==> config.mk <==
export PLATFORM = sky130hd
export DESIGN_NAME = power_sequencer_flat
export DESIGN_NICKNAME = d
export VERILOG_FILES = /design/src/rtl/power_sequencer_if.sv /design/src/rtl/power_sequencer.sv /design/src/flat_wrapper.sv
export SDC_FILE = /design/constraint.sdc
export NUM_CORES = 1
export LEC_CHECK = 0
export BUFFER_PORTS_ARGS = -buffer_cell sky130_fd_sc_hd__buf_2
export CAP_MARGIN = 0
export CORE_MARGIN = 2
export CORE_UTILIZATION = 55
export CTS_CLUSTER_SIZE = 14
export DETAILED_ROUTE_END_ITERATION = 12
export GPL_TIMING_DRIVEN = 0
export HOLD_SLACK_MARGIN = 0.03
export PLACE_DENSITY = 0.83
export SLEW_MARGIN = 20
export SYNTH_ARGS = -nofsm -noshare
export SYNTH_HDL_FRONTEND = slang
export SYNTH_SLANG_ARGS = --single-unit
==> constraint.sdc <==
create_clock -name clk -period 2.7 [get_ports clk]
set_clock_uncertainty 0.1 [all_clocks]
set_input_delay 0.405 -clock clk [delete_from_list [all_inputs] [get_ports clk]]
set_output_delay 0.405 -clock clk [all_outputs]
set_load 0.01 [all_outputs]
==> src/rtl/power_sequencer_if.sv <==
// Board power-management signal bundle: control requests in, rail enables and status out.
`timescale 1ns/1ps
interface power_sequencer_if #(
   parameter int NUM_STAGES = 4
);
   logic                  enable;
   logic                  kill_sw;
   logic                  low_batt;
   logic                  heartbeat;
   logic                  clear_fault;
   logic                  shutdown_req;
   logic [NUM_STAGES-1:0] stage_en;
   logic [1:0]            fault_code;
   logic [2:0]            state;

   modport master (
      output enable, kill_sw, low_batt, heartbeat, clear_fault,
      input  shutdown_req, stage_en, fault_code, state
   );

   modport slave (
      input  enable, kill_sw, low_batt, heartbeat, clear_fault,
      output shutdown_req, stage_en, fault_code, state
   );
endinterface

==> src/rtl/power_sequencer.sv <==
// Staged power-rail sequencer with debounced kill/low-battery inputs, CPU heartbeat
// watchdog and a latched first-fault code; shutdown_req gates every GPIO output low.
`timescale 1ns/1ps
module power_sequencer #(
   parameter int NUM_STAGES      = 4,
   parameter int DEBOUNCE_CYCLES = 50000,
   parameter int STAGE_DELAY     = 100000,
   parameter int WATCHDOG_CYCLES = 5000000
) (
   input logic              clk,
   input logic              reset,
   power_sequencer_if.slave bus
);
   localparam int DB_W = $clog2(DEBOUNCE_CYCLES) + 1;
   localparam int SD_W = $clog2(STAGE_DELAY) + 1;
   localparam int WD_W = $clog2(WATCHDOG_CYCLES) + 1;
   localparam logic [DB_W-1:0] DB_LAST = DB_W'(DEBOUNCE_CYCLES - 1);
   localparam logic [SD_W-1:0] SD_LAST = SD_W'(STAGE_DELAY - 1);
   localparam logic [WD_W-1:0] WD_MAX  = WD_W'(WATCHDOG_CYCLES);

   typedef enum logic [2:0] {
      S_OFF      = 3'd0,
      S_POWER_UP = 3'd1,
      S_RUN      = 3'd2,
      S_SHUTDOWN = 3'd3,
      S_FAULT    = 3'd4
   } state_t;

   state_t                  state_q, state_d;
   logic [NUM_STAGES-1:0]   stage_q, stage_d, stage_cleared;
   logic                    sreq_q, sreq_d;
   logic [1:0]              fault_q, fault_d;
   logic                    step;

   logic [1:0]              raw, sync1, sync2, deb;
   logic [1:0][DB_W-1:0]    db_cnt;
   logic [WD_W-1:0]         wd_cnt;
   logic [SD_W-1:0]         stage_cnt;
   logic                    wd_cause, timer_done;
   logic [1:0]              cause_code;

   // Bit 0 is kill, bit 1 is low battery; debounced values start asserted so nothing powers up blind.
   assign raw = {bus.low_batt, bus.kill_sw};

   always_ff @(posedge clk) begin
      if (reset) begin
         sync1  <= '0;
         sync2  <= '0;
         deb    <= '1;
         db_cnt <= '0;
      end else begin
         sync1 <= raw;
         sync2 <= sync1;
         for (int i = 0; i < 2; i++) begin
            if (sync2[i] == deb[i]) begin
               db_cnt[i] <= '0;
            end else if (db_cnt[i] == DB_LAST) begin
               deb[i]    <= sync2[i];
               db_cnt[i] <= '0;
            end else begin
               db_cnt[i] <= db_cnt[i] + 1'b1;
            end
         end
      end
   end

   always_ff @(posedge clk) begin
      if (reset || bus.heartbeat || state_q != S_RUN) begin
         wd_cnt <= '0;
      end else if (wd_cnt != WD_MAX) begin
         wd_cnt <= wd_cnt + 1'b1;
      end
   end

   assign wd_cause   = (state_q == S_RUN) && (wd_cnt == WD_MAX);
   assign timer_done = (stage_cnt == SD_LAST);
   assign stage_cleared = stage_q >> 1;

   always_comb begin
      cause_code = 2'd0;
      if (deb[0]) begin
         cause_code = 2'd1;
      end else if (deb[1]) begin
         cause_code = 2'd2;
      end else if (wd_cause) begin
         cause_code = 2'd3;
      end
   end

   // Stage timer restarts on every ramp step and on any state change.
   always_ff @(posedge clk) begin
      if (reset || step || state_d != state_q) begin
         stage_cnt <= '0;
      end else if (stage_cnt != SD_LAST) begin
         stage_cnt <= stage_cnt + 1'b1;
      end
   end

   always_ff @(posedge clk) begin
      if (reset) begin
         state_q <= S_OFF;
         stage_q <= '0;
         sreq_q  <= 1'b1;
         fault_q <= 2'd0;
      end else begin
         state_q <= state_d;
         stage_q <= stage_d;
         sreq_q  <= sreq_d;
         fault_q <= fault_d;
      end
   end

   always_comb begin
      state_d = state_q;
      stage_d = stage_q;
      sreq_d  = sreq_q;
      fault_d = fault_q;
      step    = 1'b0;
      case (state_q)
         S_OFF: begin
            stage_d = '0;
            sreq_d  = 1'b1;
            if (bus.enable && !deb[0] && !deb[1]) begin
               state_d = S_POWER_UP;
               stage_d = NUM_STAGES'(1);
            end
         end
         S_POWER_UP: begin
            sreq_d = 1'b1;
            if (cause_code != 2'd0) begin
               state_d = S_SHUTDOWN;
               fault_d = cause_code;
            end else if (!bus.enable) begin
               state_d = S_SHUTDOWN;
            end else if (timer_done) begin
               step = 1'b1;
               if (stage_q[NUM_STAGES-1]) begin
                  state_d = S_RUN;
                  sreq_d  = 1'b0;
               end else begin
                  stage_d = (stage_q << 1) | NUM_STAGES'(1);
               end
            end
         end
         S_RUN: begin
            if (cause_code != 2'd0) begin
               state_d = S_SHUTDOWN;
               sreq_d  = 1'b1;
               fault_d = cause_code;
            end else if (!bus.enable) begin
               state_d = S_SHUTDOWN;
               sreq_d  = 1'b1;
            end
         end
         S_SHUTDOWN: begin
            sreq_d = 1'b1;
            // First fault wins; later causes never overwrite a latched code.
            if (fault_q == 2'd0 && cause_code != 2'd0) begin
               fault_d = cause_code;
            end
            if (stage_q == '0) begin
               state_d = (fault_d != 2'd0) ? S_FAULT : S_OFF;
            end else if (timer_done) begin
               step    = 1'b1;
               stage_d = stage_cleared;
               if (stage_cleared == '0) begin
                  state_d = (fault_d != 2'd0) ? S_FAULT : S_OFF;
               end
            end
         end
         S_FAULT: begin
            stage_d = '0;
            sreq_d  = 1'b1;
            if (bus.clear_fault && cause_code == 2'd0) begin
               state_d = S_OFF;
               fault_d = 2'd0;
            end
         end
         default: begin
            state_d = S_OFF;
            stage_d = '0;
            sreq_d  = 1'b1;
            fault_d = 2'd0;
         end
      endcase
   end

   assign bus.shutdown_req = sreq_q;
   assign bus.stage_en     = stage_q;
   assign bus.fault_code   = fault_q;
   assign bus.state        = state_q;
endmodule

==> src/flat_wrapper.sv <==
// flat-port wrapper written by rule: the top's interface ports become plain ports
module power_sequencer_flat 
#(
   parameter int NUM_STAGES      = 4,
   parameter int DEBOUNCE_CYCLES = 50000,
   parameter int STAGE_DELAY     = 100000,
   parameter int WATCHDOG_CYCLES = 5000000
)
  (clk, reset, bus_enable, bus_kill_sw, bus_low_batt, bus_heartbeat, bus_clear_fault, bus_shutdown_req, bus_stage_en, bus_fault_code, bus_state);
  power_sequencer_if #(.NUM_STAGES(NUM_STAGES)) bus_i ();
  input logic clk;
  input logic reset;
  input wire logic [$bits(bus_i.enable)-1:0] bus_enable;
  input wire logic [$bits(bus_i.kill_sw)-1:0] bus_kill_sw;
  input wire logic [$bits(bus_i.low_batt)-1:0] bus_low_batt;
  input wire logic [$bits(bus_i.heartbeat)-1:0] bus_heartbeat;
  input wire logic [$bits(bus_i.clear_fault)-1:0] bus_clear_fault;
  output wire logic [$bits(bus_i.shutdown_req)-1:0] bus_shutdown_req;
  output wire logic [$bits(bus_i.stage_en)-1:0] bus_stage_en;
  output wire logic [$bits(bus_i.fault_code)-1:0] bus_fault_code;
  output wire logic [$bits(bus_i.state)-1:0] bus_state;
  assign bus_i.enable = bus_enable;
  assign bus_i.kill_sw = bus_kill_sw;
  assign bus_i.low_batt = bus_low_batt;
  assign bus_i.heartbeat = bus_heartbeat;
  assign bus_i.clear_fault = bus_clear_fault;
  assign bus_shutdown_req = bus_i.shutdown_req;
  assign bus_stage_en = bus_i.stage_en;
  assign bus_fault_code = bus_i.fault_code;
  assign bus_state = bus_i.state;
  power_sequencer #(.NUM_STAGES(NUM_STAGES), .DEBOUNCE_CYCLES(DEBOUNCE_CYCLES), .STAGE_DELAY(STAGE_DELAY), .WATCHDOG_CYCLES(WATCHDOG_CYCLES)) u_core (.clk(clk), .reset(reset), .bus(bus_i));
endmodule
==> flow_summary.ini <==
[job]
maxCapViolCount = 0

[clocking]
cts_hold_buf = 0
cts_buffers = 9
clk_path_buf_depth = 2
cts_sinks = 92
clk_pin_slew_ns = 0.08
htree_levels = 3
cts_resized = 0
clockRootBuffer = clkbuf_8
cts_tree = built
worst_skew_pair.late_latency_ns = 0.34
cts_setup_buffers = 0

[cells_and_area]
num_antenna_cells = 0
final_nets = 552
layout-drive-gt1-share_pct = 8.303
fillers = 675
area_delta_synth_final_pct = 8.892

[detailed_routing]
dr.first_iter.drc_count = 171
vias = 3551
wl_met3_um = 321
wl_met1_um = 3828
ant_nets = 0
routed_wl_um = 8527
first_pass_iters = 5
wire_per_inst_um = 13.24
top_layer = met4
vias_per_cell = 5.514
drc = 0
dr_wl_met2_um = 4253

[setup_path]
worstReg2RegEnd = u_core.stage_cnt[7]
crit_type = register to register
timing.rr.start = u_core.stage_cnt[0]
start_kind = register
worstPathArrival_ns = 2.44
r2r_cells = 8
crit_path_start = u_core.stage_cnt[0]
cp_max_fo = 10
end_kind = register
cp.required_ns = 2.84
worstSetupEndpoint = u_core.stage_cnt[7]
rrSetupSlack_ns = 0.40

[synth]
synthesis.area_um2 = 4292
syn-num-nets = 526
async_flop_share_pct = 0
synth_enable_flop_cells = 0
synthCells = 514
yosysUniqueCellTypes = 52
synth_flop_cell = dfxtp_1
ys_warn_count = 0
yosysSeqAreaShare_pct = 42.92
avgSynthCellArea_um2 = 8.349
synth_seq_cells = 92

[power]
seqPwrFrac_pct = 57.2
p_leak_nw = 1.637
comb_power_share_pct = 7.2
clockPowerShare_pct = 35.6
ir_worst_vdd_mv = 0.2508
p_int_mw = 1.887
switching_power_mw = 0.5677
switching_share_pct = 23.12
power_density_nw_per_um2 = 525.4

[sta]
worst_pin_slew_ns = 0.5423
max_freq_mhz = 434.9
max_slew_margin_pct = 63.71
setup_slack_ns = 0.4005
finalSetupTns_ns = 0
hold_viol = 0
period_needed_ns = 2.299
rsz0062_at_grt = no
setup_viol = 0
fin_crit_sh_pct = 85.17
finalMaxSlewViolations = 0

[die]
num_rows = 32
io_pins = 17
die-width_um = 92.34
die_h_um = 92.34
core_um2 = 7647
fp.dieArea_um2 = 8526
start_util_pct = 56.12

[grt]
antenna_found_initial = 0
grt_pass1_vias = 3399
track_usage_pct = 20.94
overflow = 0
grt_first_pass_wirelength_um = 14530
grt_max_degree = 14

[placed_design]
io_buffers = 15
dp_hpwl_um = 6267
place.gp.congestion = 0.9024
pre_cts_ws_ns = 0.4104

[status]
status = finished clean

[min_path]
hp-class = primary input to register
[synth_stat cells, drive strengths merged, types with 2 or more instances]
| library cell | n | area [um2] |
|---|---|---|
| a221oi | 2 | 17.52 |
| a21oi | 18 | 90.09 |
| nand4 | 10 | 62.56 |
| nor2 | 101 | 381.6 |
| nor3 | 12 | 60.06 |
| o21ai | 12 | 67.56 |
| nor4 | 9 | 62.56 |
| clkbuf | 7 | 26.28 |
| o2111ai | 2 | 17.52 |
| xnor2 | 29 | 254.0 |
| buf | 11 | 61.30 |
| ha | 5 | 62.56 |
| nand3 | 33 | 165.2 |
| inv | 11 | 41.29 |
| or3 | 11 | 68.82 |
| dfxtp | 92 | 1842 |
| and4 | 3 | 26.28 |
| o211ai | 3 | 22.52 |
| xor2 | 36 | 315.3 |
| nand2b | 3 | 18.77 |
| or2 | 2 | 12.52 |
| nor3b | 4 | 41.29 |
| nand2 | 42 | 157.7 |
| nor2b | 8 | 50.05 |
| nor4b | 5 | 43.79 |
| a211oi | 2 | 20.02 |
| and3 | 18 | 113.9 |
| nor4bb | 5 | 50.05 |
| and2 | 5 | 31.28 |
[through the flow]
step                      cell area (um2)  std cells  hold WS, ns  total power [mW]  util, %
after global routing                 4673        644       0.1621             2.567    61.11
after floorplan                      4292        514       0.3132             1.564        -
after CTS                            4673        644       0.1653             2.484    61.11
after detailed placement             4494        631       0.3293             1.613    58.77
after global placement               4494        631       0.3262             1.606    58.77
final                                4673        644       0.1788             2.455    61.11
[layer usage]
layer	GRT usage (%)	vias to the layer above
met4	9.577	0
li1	-	1810
met5	0	-
met2	36.25	69
met3	3.743	14
met1	25.27	1658
[state kept, by name, indices dropped and copies added, names as in the netlist]
signal / cells
u_core.db_cnt: 34
u_core.wd_cnt: 24
u_core.stage_cnt: 18
u_core.bus.stage_en: 4
u_core.bus.state: 3
u_core.bus.fault_code: 2
u_core.deb: 2
u_core.sync1: 2
u_core.sync2: 2
u_core.bus.shutdown_req: 1
[placed cells by master, fill, tap and decap left out, drive strengths merged, types with 2 or more instances in the layout]
cell type	instances
nor4b	5
nand2	42
nor2	101
xor2	36
ha	5
a211oi	2
and3	18
nor4bb	5
and2	5
o21ai	12
o211ai	3
nand3	33
nor3	12
nor2b	8
o2111ai	2
a21oi	18
nor4	9
nand4	10
a221oi	2
clkbuf	18
xnor2	29
nor3b	4
nand2b	3
buf	26
or3	11
and4	3
inv	11
or2	2
dfxtp	92
[worst min-delay path by stage]
stage	from	end	depth (start not counted)
final	bus_low_batt	u_core.sync1[1]	2
after detailed placement	u_core.sync1[1]	u_core.sync2[1]	1
after CTS	bus_low_batt	u_core.sync1[1]	2
after global routing	bus_low_batt	u_core.sync1[1]	2
after floorplan	u_core.db_cnt[17]	u_core.db_cnt[17]	1
after global placement	u_core.db_cnt[17]	u_core.db_cnt[17]	1
[power groups by stage]
stage	Clock (mW)	Sequential [mW]	Combinational, mW
after floorplan	0	1.44	0.128
after global placement	0	1.44	0.171
after detailed placement	0	1.44	0.176
after CTS	0.902	1.40	0.177
after global routing	0.957	1.41	0.200
final	0.873	1.41	0.177
[final cells by class]
class / instances / area (um2) / area share (%)
Sequential cell: 92 / 1842 / 39.41
Tap cell: 102 / 127.6 / 2.731
Multi-Input combinational cell: 393 / 2321 / 49.67
Buffer: 18 / 87.58 / 1.874
Timing Repair Buffer: 15 / 75.07 / 1.606
Inverter: 11 / 41.29 / 0.8835
Clock inverter: 2 / 37.54 / 0.8032
Clock buffer: 11 / 141.4 / 3.025
[worst max-delay path, stage by stage (launching register included)]
cell and delay, ns:
dfxtp_1 0.39, ha_1 0.27, and4b_1 0.22, nand3_1 0.08, nor2_1 0.45, a221oi_1 0.18, o21ai_2 0.20, buf_4 0.25
nor2_1 0.06
[cells by family after synthesis]
logic type                 share of synthesized area [%]
AOI/OAI and AO/OA                                  7.318
adders and majority gates                          1.458
xor gates and xnor gates                           13.27
and+or+nand+nor                                    31.81
muxes                                             0.2332
DFF                                                42.92
buffers and inverters                              3.003
No activity file was read; power rests on OpenSTA's default activity.
